===== config.mk =====
export PLATFORM = sky130hd
export DESIGN_NAME = apb_slave_ctrl
export DESIGN_NICKNAME = d
export VERILOG_FILES = /design/src/rtl/apb_slave_ctrl.sv
export SDC_FILE = /design/constraint.sdc
export NUM_CORES = 1
export LEC_CHECK = 0
export BUFFER_PORTS_ARGS = -buffer_cell sky130_fd_sc_hd__clkbuf_2
export CORE_ASPECT_RATIO = 1.1
export CORE_MARGIN = 2
export CORE_UTILIZATION = 42
export CTS_BUF_LIST = sky130_fd_sc_hd__clkbuf_4
export DETAILED_ROUTE_END_ITERATION = 16
export GPL_TIMING_DRIVEN = 0
export PLACE_DENSITY = 0.78
export SYNTH_ARGS = -nofsm -noshare
export SYNTH_HDL_FRONTEND = slang
export SYNTH_SLANG_ARGS = --single-unit

===== constraint.sdc =====
create_clock -name pclk -period 1.6 [get_ports pclk]
set_input_delay 0.24 -clock pclk [delete_from_list [all_inputs] [get_ports pclk]]
set_output_delay 0.24 -clock pclk [all_outputs]
set_load 0.05 [all_outputs]

===== src/rtl/apb_slave_ctrl.sv =====
`default_nettype none
// ============================================================================
// Module   : apb_slave_ctrl
// Brief    : APB slave front-end. It drives a strobe/ack register backend and
//            supports backend wait states, an ack timeout and decode-error
//            reporting on pslverr. Define APB_PSTRB_EN to enable byte strobes.
// Revision : 1.0  initial release
// ============================================================================
module apb_slave_ctrl #(
    parameter int ADDR_W  = 32,
    parameter int DATA_W  = 32,
    parameter int N_REGS  = 16,
    parameter int TIMEOUT = 15
) (
    input  logic                pclk,
    input  logic                preset,
    input  logic                psel,
    input  logic                penable,
    input  logic                pwrite,
    input  logic [ADDR_W-1:0]   paddr,
    input  logic [DATA_W-1:0]   pwdata,
`ifdef APB_PSTRB_EN
    input  logic [DATA_W/8-1:0] pstrb,
`endif
    output logic [DATA_W-1:0]   prdata,
    output logic                pready,
    output logic                pslverr,
    output logic [ADDR_W-1:0]   reg_addr,
    output logic [DATA_W-1:0]   reg_wdata,
    output logic [DATA_W/8-1:0] reg_wstrb,
    output logic                reg_wr,
    output logic                reg_rd,
    input  logic [DATA_W-1:0]   reg_rdata,
    input  logic                reg_ack
);

    localparam int c_STRB_W = DATA_W / 8;
    localparam int c_CNT_W  = (TIMEOUT > 0) ? $clog2(TIMEOUT + 1) : 1;

    localparam logic [c_CNT_W-1:0] c_CNT_MAX    = {c_CNT_W{1'b1}};
    localparam logic [c_CNT_W-1:0] c_CNT_TO     = c_CNT_W'(TIMEOUT);
    localparam logic [63:0]        c_ADDR_LIMIT = 64'(4 * N_REGS);

    localparam logic [1:0] c_ST_IDLE = 2'd0;
    localparam logic [1:0] c_ST_REQ  = 2'd1;
    localparam logic [1:0] c_ST_WAIT = 2'd2;
    localparam logic [1:0] c_ST_DONE = 2'd3;

    logic [1:0]          r_state;
    logic [c_CNT_W-1:0]  r_cnt;
    logic                r_write;
    logic                r_err;
    logic                r_skip;
    logic [DATA_W-1:0]   r_prdata;
    logic                r_pready;
    logic                r_pslverr;
    logic [ADDR_W-1:0]   r_addr;
    logic [DATA_W-1:0]   r_wdata;
    logic [c_STRB_W-1:0] r_wstrb;
    logic                r_wr;
    logic                r_rd;

    logic                w_setup;
    logic                w_dec_err;
    logic [c_STRB_W-1:0] w_strb_in;
    logic                w_no_strb;
    logic [c_CNT_W-1:0]  w_cnt_inc;
    logic                w_timeout;

`ifdef APB_PSTRB_EN
    assign w_strb_in = pstrb;
    assign w_no_strb = pwrite && (pstrb == '0);
`else
    assign w_strb_in = '1;
    assign w_no_strb = 1'b0;
`endif

    assign w_setup   = psel && !penable;
    assign w_dec_err = (paddr[1:0] != 2'b00) || (64'(paddr) >= c_ADDR_LIMIT);
    assign w_cnt_inc = (r_cnt == c_CNT_MAX) ? r_cnt : r_cnt + 1'b1;
    assign w_timeout = (TIMEOUT != 0) && (w_cnt_inc >= c_CNT_TO);

    always_ff @(posedge pclk) begin
        if (preset) begin
            r_state   <= c_ST_IDLE;
            r_cnt     <= '0;
            r_write   <= 1'b0;
            r_err     <= 1'b0;
            r_skip    <= 1'b0;
            r_prdata  <= '0;
            r_pready  <= 1'b0;
            r_pslverr <= 1'b0;
            r_addr    <= '0;
            r_wdata   <= '0;
            r_wstrb   <= '0;
            r_wr      <= 1'b0;
            r_rd      <= 1'b0;
        end else begin
            r_wr <= 1'b0;
            r_rd <= 1'b0;
            case (r_state)
                c_ST_IDLE: begin
                    if (w_setup) begin
                        r_addr  <= paddr;
                        r_wdata <= pwdata;
                        r_wstrb <= w_strb_in;
                        r_write <= pwrite;
                        r_err   <= w_dec_err;
                        // Transfers that must not reach the backend finish straight from REQ.
                        r_skip  <= w_dec_err || w_no_strb;
                        r_wr    <= pwrite && !w_dec_err && !w_no_strb;
                        r_rd    <= !pwrite && !w_dec_err;
                        r_cnt   <= '0;
                        r_state <= c_ST_REQ;
                    end
                end
                c_ST_REQ, c_ST_WAIT: begin
                    if (!psel) begin
                        r_cnt   <= '0;
                        r_state <= c_ST_IDLE;
                    end else if (r_skip) begin
                        r_pready  <= 1'b1;
                        r_pslverr <= r_err;
                        if (r_err && !r_write) begin
                            r_prdata <= '0;
                        end
                        r_state <= c_ST_DONE;
                    end else if (reg_ack) begin
                        // Ack is tested before the timeout so a last-cycle ack still succeeds.
                        r_pready  <= 1'b1;
                        r_pslverr <= 1'b0;
                        if (!r_write) begin
                            r_prdata <= reg_rdata;
                        end
                        r_state <= c_ST_DONE;
                    end else if (w_timeout) begin
                        r_cnt     <= w_cnt_inc;
                        r_pready  <= 1'b1;
                        r_pslverr <= 1'b1;
                        if (!r_write) begin
                            r_prdata <= '0;
                        end
                        r_state <= c_ST_DONE;
                    end else begin
                        r_cnt   <= w_cnt_inc;
                        r_state <= c_ST_WAIT;
                    end
                end
                c_ST_DONE: begin
                    r_pready  <= 1'b0;
                    r_pslverr <= 1'b0;
                    r_cnt     <= '0;
                    r_state   <= c_ST_IDLE;
                end
                default: begin
                    r_state <= c_ST_IDLE;
                end
            endcase
        end
    end

    assign prdata    = r_prdata;
    assign pready    = r_pready;
    assign pslverr   = r_pslverr;
    assign reg_addr  = r_addr;
    assign reg_wdata = r_wdata;
    assign reg_wstrb = r_wstrb;
    assign reg_wr    = r_wr;
    assign reg_rd    = r_rd;

endmodule
`default_nettype wire


==> key figures <==
Setup path
  • Internal reg-to-reg setup slack: -0.05 ns
  • Worst path required time: 1.91 ns
  • Crit path to: prdata[29]
  • CP bufs+invs: 4
  • Slowest-stage cell, CP: dfxtp_2
  • Critical path class: reg2reg
  • Levels on crit path: 9
  • Worst Setup SP: r_state[0]
  • Worst R2R Path Depth: 9
  • Crit path largest cell delay: 0.36 ns
  • Crit Path Max Fanout: 6
  • Cell family with most CP delay: buffers and inverters
  • Cell breakdown of the critical path: inv_2 > ha_4 > nand3b_1 > buf_6 > nor2_4 > buf_12 > clkbuf_8 > a22oi_1 > a21oi_2
  • Crit. End Element: register
  • Worst R2R Start: r_state[0]
  • CP arrival: 1.97 ns
  • Worst r2r dst: prdata[29]
  • Type of origin of the critical path: register

Timing
  • Hold Violations, Final: 0
  • Final Critical Period: 1.65 ns
  • Pins Over Slew Limit: 0
  • Slew margin rel.: 0.540
  • Count of final setup violators: 29
  • PnR worst setup slack: -0.0512 ns
  • Worst Tran Pin Value: 0.690 ns
  • Final worst path period share: 1.03
  • Fmax achieved: 606 MHz
  • RSZ-0062 raised after global routing: true
  • Worst Clk Skew: 0.00998 ns

Clock network
  • TritonCTS clock tree: built
  • CTS Root Cell: clkbuf_4
  • CTS Sinks: 109
  • Num CTS Buffers: 9
  • Clock Path Buffers: 2
  • Worst-Skew Late Latency: 0.45 ns
  • # H-tree levels: 3
  • Worst-path clk slew: 0.15 ns

Synthesis
  • Post-synth cell types: 37
  • Mapped Nets: 484
  • Synthesized netlist cell count: 379
  • Ranking of synthesized cells by area: dfxtp_1, a22o_1, a22oi_1, a21oi_1, nand3_1
  • Post-synthesis sequential area ratio: 0.537
  • Syn Area/Cell: 10.7 um2
  • Ys Warns: 0
  • Leading area contributor after synthesis: dfxtp_1
  • Top cell type's share of synthesized area: 0.537
  • Netlist Area Pre-Place: 4060 um2
  • Number of synthesized register bits: 109

Power and ir drop
  • Power density over the cells: 1100 nW/um2
  • Static Leak: 2.81 nW
  • Total power: 7.03 mW
  • Maximum VDD drop: 0.000554 V

Routing
  • Mean routed wirelength per cell: 17.2 um
  • Final WL: 13400 um
  • DRT iter0 DRCs: 136
  • DR vias: 4286
  • Pre-antenna DRT Iters: 4
  • Detail Route Antenna Nets: 0
  • Drt drc: 0
  • Drt via density: 5.49

Run status
  • Run status: complete, but fails checks
  • Violated checks: setup timing

Cells and area
  • Share of layout cells above drive strength 1: 0.505
  • Post-layout nets: 764
  • Area Growth Syn to Fin: 57.4%
  • Antenna cells: 0
  • Fin area: 6390 um2
  • Fillers: 718

Floorplan
  • Core area: 9400 um2
  • Die width: 97.8 um
  • Count of boundary I/O pins: 206
  • Die Ht: 107 um
  • Initial Util: 0.432
  • Num rows: 37
  • Die area: 10500 um2

Placement
  • PortBufs: 204
  • Gpl congestion: 0.837
  • Post-DP HPWL: 8700 um
  • Area post-placement: 5250 um2

Global route
  • Met1 GRT Util: 0.270
  • Grt ovf: 0
  • GRT Util Overall: 0.246
  • Vias in the first global route: 4374
  • Busiest layer in global routing: met2
  • First-pass GRT wire length: 20800 um
  • Largest net degree at the start of global routing: 17
  • Met3 Usage GRT: 0.0567
  • Met2 usage in global routing: 0.443
  • Antenna violations before repair: 0

Flow run
  • Max_cap viols: 0

Hold path
  • Worst min path class: in2reg
-- worst min path at each step --
stage                     to  slack [ns]  cells past startpoint       start
2_1_floorplan         reg_rd        0.32                      1      pwrite
3_3_place_gp   reg_wdata[28]        0.45                      2  pwdata[28]
3_5_place_dp     reg_addr[3]        0.46                      2    paddr[3]
4_1_cts         reg_addr[21]      0.0002                      2   paddr[21]
5_1_grt          reg_addr[5]      -0.002                      2    paddr[5]
6_report         reg_addr[9]        0.03                      2    paddr[9]
-- logic make-up after synthesis --
group | after synthesis | synth area share
AO/OA/AOI/OAI | 151 | 0.283
flip-flops | 109 | 0.537
AND/OR/NAND/NOR | 75 | 0.116
buffers and inverters | 39 | 0.0499
adder cells (fa/ha/maj) | 3 | 0.00924
multiplexers | 2 | 0.00493
-- cells in the mapped netlist --
cell / instances
dfxtp_1: 109
a22o_1: 65
a21oi_1: 33
a22oi_1: 32
nand3_1: 25
clkbuf_1: 16
buf_2: 12
a21oi_2: 10
nand3_2: 10
nor4_1: 8
nor2_1: 7
buf_6: 4
inv_1: 4
nand2_1: 4
nand2b_1: 4
nand3b_1: 4
buf_4: 3
ha_1: 3
nor3_1: 3
o21ai_0: 3
mux2i_1: 2
o22ai_1: 2
or2_2: 2
a2111oi_0: 1
a211oi_1: 1
a31oi_1: 1
and2b_1: 1
and3_1: 1
and3_2: 1
and4_2: 1
and4bb_1: 1
and4bb_4: 1
nand4_1: 1
o21a_1: 1
o31ai_1: 1
o31ai_4: 1
or2_1: 1
-- final cells by class --
type / instances / area (um2) / share of cell area
Tap cell: 117 / 146 / 0.0229
Buffer: 34 / 259 / 0.0405
Multi-Input combinational cell: 231 / 1910 / 0.298
Inverter: 4 / 15.0 / 0.00235
Clock inverter: 5 / 98.8 / 0.0155
Sequential cell: 109 / 2190 / 0.343
Clock buffer: 11 / 82.6 / 0.0129
Timing Repair Buffer: 270 / 1700 / 0.265
-- report_power, final --
part / total, mW / switching (mW) / internal [mW]
clock: 1.68 / 0.858 / 0.821
sequential: 3.12 / 0.170 / 2.95
combinational: 2.24 / 1.48 / 0.755
-- state kept, by name (all words and copies together) (netlist names), 2 cells and up --
signal / flops
prdata: 32
reg_wdata: 32
r_cnt: 4
reg_addr: 32
r_state: 2
-- worst register-to-register path, cell delays in order, from the launching register on --
cell,delay [ns]
dfxtp_2,0.36
inv_2,0.05
ha_4,0.25
nand3b_1,0.10
buf_6,0.14
nor2_4,0.04
buf_12,0.13
clkbuf_8,0.15
a22oi_1,0.22
a21oi_2,0.09
-- repair_timing --
action	4_1_cts	5_1_grt
hold buffers	50	3
hold endpoints to repair	50	3
endpoints found under the setup margin	106	98
pin swaps	5	6
resized for setup	56	35
setup buffers	8	0
gates cloned	5	0
-- stage by stage --
stage               setup WS, ns  hold WS (ns)  TNS [ns]  utilization  cells
finish                   -0.0512        0.0270    -0.446        0.680    781
global route              -0.125      -0.00167     -2.90        0.680    781
CTS                      -0.0236      0.000175    -0.284        0.665    778
detailed placement        -0.308         0.457    -22.42        0.559    700
global placement          -0.233         0.451    -17.69        0.559    700
floorplan                -0.0131         0.318   -0.0131            -    379
-- layout by cell type, fill, tap and decap left out, types with 4 or more instances in the layout --
cell and count:
a22o_1 65, clkbuf_4 14, nor2_1 5, nor4_1 8, nand2b_1 4, clkbuf_2 208, nand3_1 18, nand3_2 17
clkbuf_1 5, a22oi_2 15, nand3b_1 4, buf_4 14, a22oi_1 17, buf_2 4, clkbuf_8 6, a21oi_1 20
a21oi_2 23, buf_6 8, dlygate4sd3_1 53, dfxtp_1 105
-- layer usage --
layer | wire [um] | up-vias
met5 | 0 | -
met4 | 472 | 0
met3 | 889 | 39
met2 | 6800 | 199
met1 | 5250 | 2046
li1 | - | 2002
Note: power is estimated with default switching activity, not from simulation.
